===== src/rtl/transaction_scheduler.sv =====
// Round-robin admission of wallet requests into a small FIFO, one-at-a-time issue to the
// transaction controller, and a per-transaction watchdog that aborts and reports on expiry.
module transaction_scheduler #(
    parameter  int NUM_REQ = 4,
    parameter  int AMT_W   = 8,
    parameter  int DEPTH   = 4,
    parameter  int TIMEOUT = 1024,
    localparam int ID_W    = $clog2(NUM_REQ),
    localparam int CNT_W   = $clog2(DEPTH + 1)
) (
    input  logic                     clock,
    input  logic                     resetn,
    input  logic [NUM_REQ-1:0]       req,
    input  logic [NUM_REQ*AMT_W-1:0] req_amount,
    output logic [NUM_REQ-1:0]       req_ack,
    output logic                     start_transaction,
    output logic [ID_W-1:0]          txn_owner,
    output logic [AMT_W-1:0]         txn_amount,
    input  logic                     finished_transaction,
    output logic                     ctrl_abort,
    output logic                     done_valid,
    output logic                     done_timeout,
    output logic [ID_W-1:0]          done_owner,
    output logic                     busy,
    output logic [CNT_W-1:0]         queue_count
);

    localparam int ADDR_W = $clog2(DEPTH);
    localparam int TMR_W  = $clog2(TIMEOUT + 1);

    typedef enum logic [2:0] {
        S_IDLE,
        S_ISSUE,
        S_RUN,
        S_DONE,
        S_ABORT
    } state_t;

    state_t             r_state;
    state_t             w_state_nxt;
    logic               r_rst_done;
    logic [ID_W-1:0]    r_rr_ptr;
    logic [ADDR_W-1:0]  r_wr_ptr;
    logic [ADDR_W-1:0]  r_rd_ptr;
    logic [CNT_W-1:0]   r_count;
    logic [TMR_W-1:0]   r_timer;
    logic [ID_W-1:0]    r_txn_owner;
    logic [AMT_W-1:0]   r_txn_amount;
    logic [ID_W-1:0]    r_fifo_owner  [DEPTH];
    logic [AMT_W-1:0]   r_fifo_amount [DEPTH];

    logic               w_grant_en;
    logic               w_grant_valid;
    logic [ID_W-1:0]    w_grant_idx;
    logic [AMT_W-1:0]   w_grant_amount;
    logic [NUM_REQ-1:0] w_ack;
    logic               w_push;
    logic               w_pop;

    // Grants are suppressed in reset and in the first cycle after it; occupancy is the start-of-cycle value.
    assign w_grant_en = resetn && r_rst_done && (r_count < CNT_W'(DEPTH));

    // NOTE: every combinational output gets a default before any branch so no latch is inferred.
    always_comb begin
        w_ack          = '0;
        w_grant_valid  = 1'b0;
        w_grant_idx    = '0;
        w_grant_amount = '0;
        if (w_grant_en) begin
            for (int k = 1; k <= NUM_REQ; k++) begin
                for (int i = 0; i < NUM_REQ; i++) begin
                    if (!w_grant_valid && req[i] && (i == (int'(r_rr_ptr) + k) % NUM_REQ)) begin
                        w_grant_valid  = 1'b1;
                        w_grant_idx    = ID_W'(i);
                        w_grant_amount = req_amount[i*AMT_W +: AMT_W];
                        w_ack[i]       = 1'b1;
                    end
                end
            end
        end
    end

    assign w_push = w_grant_valid;
    assign w_pop  = (r_state == S_IDLE) && (r_count != '0);

    always_comb begin
        w_state_nxt = r_state;
        case (r_state)
            S_IDLE:  if (r_count != '0) w_state_nxt = S_ISSUE;
            S_ISSUE: w_state_nxt = S_RUN;
            S_RUN: begin
                if (finished_transaction)               w_state_nxt = S_DONE;
                else if (r_timer == TMR_W'(TIMEOUT - 1)) w_state_nxt = S_ABORT;
            end
            S_DONE:  w_state_nxt = S_IDLE;
            S_ABORT: w_state_nxt = S_IDLE;
            default: w_state_nxt = S_IDLE;
        endcase
    end

    // NOTE: sequential state uses non-blocking assignments so every register sees pre-edge values.
    always_ff @(posedge clock) begin
        if (!resetn) begin
            r_state      <= S_IDLE;
            r_rst_done   <= 1'b0;
            r_rr_ptr     <= ID_W'(NUM_REQ - 1);
            r_wr_ptr     <= '0;
            r_rd_ptr     <= '0;
            r_count      <= '0;
            r_timer      <= '0;
            r_txn_owner  <= '0;
            r_txn_amount <= '0;
        end else begin
            r_state    <= w_state_nxt;
            r_rst_done <= 1'b1;
            if (w_push) begin
                r_rr_ptr <= w_grant_idx;
                r_wr_ptr <= r_wr_ptr + ADDR_W'(1);
            end
            if (w_pop) begin
                r_rd_ptr     <= r_rd_ptr + ADDR_W'(1);
                r_txn_owner  <= r_fifo_owner[r_rd_ptr];
                r_txn_amount <= r_fifo_amount[r_rd_ptr];
                r_timer      <= '0;
            end else if (r_state == S_RUN && r_timer != '1) begin
                r_timer <= r_timer + TMR_W'(1);
            end
            case ({w_push, w_pop})
                2'b10:   r_count <= r_count + CNT_W'(1);
                2'b01:   r_count <= r_count - CNT_W'(1);
                default: r_count <= r_count;
            endcase
        end
    end

    // NOTE: FIFO storage has no reset; entries are only read after being written, guarded by r_count.
    always_ff @(posedge clock) begin
        if (w_push) begin
            r_fifo_owner[r_wr_ptr]  <= w_grant_idx;
            r_fifo_amount[r_wr_ptr] <= w_grant_amount;
        end
    end

    assign req_ack           = w_ack;
    assign start_transaction = (r_state == S_ISSUE);
    assign txn_owner         = r_txn_owner;
    assign txn_amount        = r_txn_amount;
    assign ctrl_abort        = (r_state == S_ABORT);
    assign done_valid        = (r_state == S_DONE) || (r_state == S_ABORT);
    assign done_timeout      = (r_state == S_ABORT);
    assign done_owner        = r_txn_owner;
    assign busy              = (r_state != S_IDLE);
    assign queue_count       = r_count;

endmodule


===== config.mk =====
export PLATFORM = sky130hd
export DESIGN_NAME = transaction_scheduler
export DESIGN_NICKNAME = d
export VERILOG_FILES = /design/src/rtl/transaction_scheduler.sv
export SDC_FILE = /design/constraint.sdc
export NUM_CORES = 1
export LEC_CHECK = 0
export BUFFER_PORTS_ARGS = -buffer_cell sky130_fd_sc_hd__buf_2
export CAP_MARGIN = 20
export CORE_MARGIN = 3
export CORE_UTILIZATION = 30
export CTS_BUF_LIST = sky130_fd_sc_hd__clkbuf_16
export DETAILED_ROUTE_END_ITERATION = 10
export GPL_ROUTABILITY_DRIVEN = 0
export PLACE_DENSITY = 0.47
export SYNTH_ARGS = -nofsm -noshare
export SYNTH_HDL_FRONTEND = slang
export SYNTH_SLANG_ARGS = --single-unit

===== constraint.sdc =====
create_clock -name clock -period 4.41 [get_ports clock]
set_clock_uncertainty 0.05 [all_clocks]
set_input_delay 0.2205 -clock clock [delete_from_list [all_inputs] [get_ports clock]]
set_output_delay 0.2205 -clock clock [all_outputs]
set_load 0.03 [all_outputs]

==> impl_metrics.csv <==
group,metric,value,unit
clocking,cts_sinks,74,
sta,final.period_utilization,63.7,%
yosys,synth.avg_cell_area,9.88,µm²
worst_setup_path,crit_start,"r_state[2]",
yosys,syn_area,4280,µm²
detailed_routing,first_iter_violations,205,
sta,setup_ws,1.60,ns
sta,setup_violations,0,
yosys,async_flop_share,0,%
yosys,synthXorXnorAreaFrac,2.46,%
global_route,grt_pass1_wl,17900,µm
pwr,p_switching,0.000782,W
sta,slew_headroom,37.1,%
yosys,synth_edf_count,40,
floorplanning,start_util,30.7,%
floorplanning,rows,43,
pwr,p_int,0.00146,W
run_status,status,"finished clean",
clocking,cts_buffer_depth,2,
cells_and_area,drive_above_1_share,21.7,%
worst_setup_path,crit_family,"simple AND/OR/NAND/NOR gates",
worst_setup_path,slowest_delay,0.39,ns
yosys,netlist.area_leader.share,28.1,%
sta,max_freq,356,MHz
clocking,postCtsSetupBuffers,0,
detailed_routing,routedWlPerCell,16.6,µm
yosys,synth.area.top_cells,"edfxtp_1 28%, dfxtp_1 16%, mux4_2 5.3%",
clocking,cts_resized,0,
pwr,p_clk_share,27.7,%
sta,worst_pin_slew,0.943,ns
yosys,synth.area.mux_share,5.50,%
hold_path,hold_path.class,"in -> reg",
clocking,hold_buffers,0,
run,maxCapViolations,0,
cells_and_area,synthToLayoutAreaGrowth,15.7,%
pwr,combPwrFrac,31.9,%
worst_setup_path,critPathLaunchType,"flip-flop",
yosys,synth_top_family_by_area,"simple AND/OR/NAND/NOR gates",
worst_setup_path,required,4.61,ns
sta,hold_viol_final,0,
yosys,synth_common_cells,"51 x nand2_1, 40 x edfxtp_1, 34 x dfxtp_1, 29 x nor2_1",
pwr,seqPwrFrac,40.4,%
clocking,cts_tree,"done",
pwr,ir_drop,0.179,mV
worst_setup_path,rrSetupSlack,1.60,ns
sta,slew_viol_final,0,
clocking,htreeDepth,3,
global_route,grt_usage,14.1,%
pwr,p_leak,1.83,nW
worst_setup_path,rr_worst_depth,9,
detailed_routing,first_pass_iters,5,
yosys,synthAdderAreaFrac,2.22,%
placed_design,detailed_place_hpwl,7980,µm
yosys,synth_flop_cell,"edfxtp_1",
yosys,ys_ff_latch,74,
worst_setup_path,r2r-end,"queue_count[2]",
detailed_routing,drc,0,
sta,rsz0062_at_grt,"no",
global_route,grt_overflow_total,0,
placed_design,numPortBuffers,62,
yosys,ys_types,75,
floorplanning,core,13900,µm²
clocking,clk_latency,0.32,ns
cells_and_area,diodes,0,
worst_setup_path,cp_num_buf_inv,2,
floorplanning,die_area,15700,µm²
detailed_routing,vias_per_cell,5.31,
worst_setup_path,cp_max_fo,13,
clocking,path_clk_slew,0.06,ns
cells_and_area,fillers,1399,
worst_setup_path,arrival,3.00,ns
worst_setup_path,cp_slowest_cell,"or3_1",
detailed_routing,finalWirelength,11100,µm
yosys,yosysWarnings,0,
sta,finalSetupTns,0,ns
yosys,syn_inst,433,
yosys,synth_compound_area_share,19.3,%
yosys,synth_most_common_cell,"nand2_1",
yosys,synth_area_leader_cell,"edfxtp_1",
global_route,antenna_found_initial,0,
pwr,powerDensity,452,nW/µm²
global_route,grt_max_degree,26,
cells_and_area,fin_nets,529,
sta,layout_min_cycle_time,2.81,ns
floorplanning,die_x,125,µm
pwr,p_total,0.00224,W
placed_design,pre_cts_ws,1.60,ns
worst_setup_path,endpoint_kind,"flip-flop",
global_route,grt_pass1_vias,3398,
pwr,netSwitchingFraction,34.9,%
clocking,cts-buffers-inserted,9,
worst_setup_path,path_cells,"or3_1 -> or2_1 -> inv_2 -> ha_1 -> inv_1 -> fa_1 -> xor2_1 -> or3_1 -> a21boi_0",
clocking,cts_root_buf,"clkbuf_16",
yosys,synth-simple-area-share,21.8,%
worst_setup_path,r2r-start,"r_state[2]",
worst_setup_path,path_class,"reg -> reg",
detailed_routing,via_count,3544,
yosys,synth_fp_nets,479,
detailed_routing,antenna_left,0,
placed_design,placed_area,4690,µm²
yosys,yosysSeqAreaShare,44.0,%
cells_and_area,design_area,4950,µm²
worst_setup_path,cp.depth,9,
worst_setup_path,cp_common_cell,"or3_1",
floorplanning,fp.dieH,125,µm
floorplanning,ios,63,
worst_setup_path,endpoint,"queue_count[2]",
==> cell families after synthesis <==
group | Yosys count
and+or+nand+nor | 171
AOI/OAI and AO/OA | 116
xor gates and xnor gates | 12
buffers and inverters | 42
muxes | 11
adders and majority gates | 7
DFF | 74
==> layout make-up <==
cell class | instances | area [µm²] | share of cell area, %
Clock buffer | 9 | 225 | 4.55
Tap cell | 180 | 225 | 4.55
Timing Repair Buffer | 65 | 333 | 6.72
Clock inverter | 7 | 30.0 | 0.607
Sequential cell | 74 | 1880 | 38.0
Inverter | 16 | 60.1 | 1.21
Multi-Input combinational cell | 317 | 2190 | 44.3
==> power groups by stage <==
stage / Combinational, W / Sequential [W] / Clock (W)
after CTS: 0.000727 / 0.000911 / 0.000642
after floorplan: 0.000513 / 0.000950 / 0
after global routing: 0.000788 / 0.000925 / 0.000677
after global placement: 0.000720 / 0.000923 / 0
final: 0.000714 / 0.000905 / 0.000620
after detailed placement: 0.000724 / 0.000925 / 0
==> per-layer routing <==
metal,up-vias,part of all wire [%],global-route usage (%)
li1,1722,-,-
met1,1657,46,18.7
met2,144,46,22.1
met3,21,6.0,2.52
met4,0,2.4,6.76
met5,-,0,0
==> worst min path at each step <==
stage                               startpoint  slack (ns)            end  depth (start not counted)
after floorplan                         resetn        0.20     r_rst_done                          0
after global routing      finished_transaction        0.18     r_state[2]                          3
final                     finished_transaction        0.19     r_state[2]                          3
after CTS                 finished_transaction        0.17     r_state[2]                          3
after global placement           txn_amount[4]        0.39  txn_amount[4]                          2
after detailed placement         txn_amount[4]        0.39  txn_amount[4]                          2
==> state kept, by name (all words and copies together) (netlist names) <==
| register | cells |
|---|---|
| done_owner | 2 |
| queue_count | 3 |
| r_fifo_amount | 32 |
| r_fifo_owner | 8 |
| r_rd_ptr | 2 |
| r_rr_ptr | 2 |
| r_rst_done | 1 |
| r_state | 3 |
| r_timer | 11 |
| r_wr_ptr | 2 |
| txn_amount | 8 |
==> metrics by stage <==
step                      util, %  instances  hold WS, ns
after global placement       33.7        652        0.395
after CTS                    35.5        668        0.170
final                        35.5        668        0.188
after detailed placement     33.7        652        0.393
after global routing         35.5        668        0.185
after floorplan                 -        433        0.198
==> cell usage in the layout, fill, tap and decap left out, types with 3 or more instances in the layout <==
cell type	instances
buf_2	62
nand2_1	51
edfxtp_1	40
dfxtp_1	34
nor2_1	29
inv_1	17
a21oi_1	17
o21ai_0	17
nand3_1	12
and2_1	11
nor3_1	10
xnor2_1	10
mux4_2	10
a21boi_1	10
o22ai_1	9
a31oi_1	9
clkbuf_16	9
nand2b_1	8
a22oi_1	7
nand4_1	7
ha_1	6
or3_1	5
nor2b_1	5
and3b_1	5
o22a_1	5
o21a_1	5
a32oi_1	4
nor3b_1	4
and3_1	4
o2111ai_1	4
inv_2	3
o221ai_1	3
nor4_1	3
clkinv_2	3
buf_4	3
==> tightest hold or removal path, stage by stage <==
cell and delay [ns]:
buf_2 0.10, nor2_1 0.04, and3_1 0.16
(Power assumes the default switching activity.)
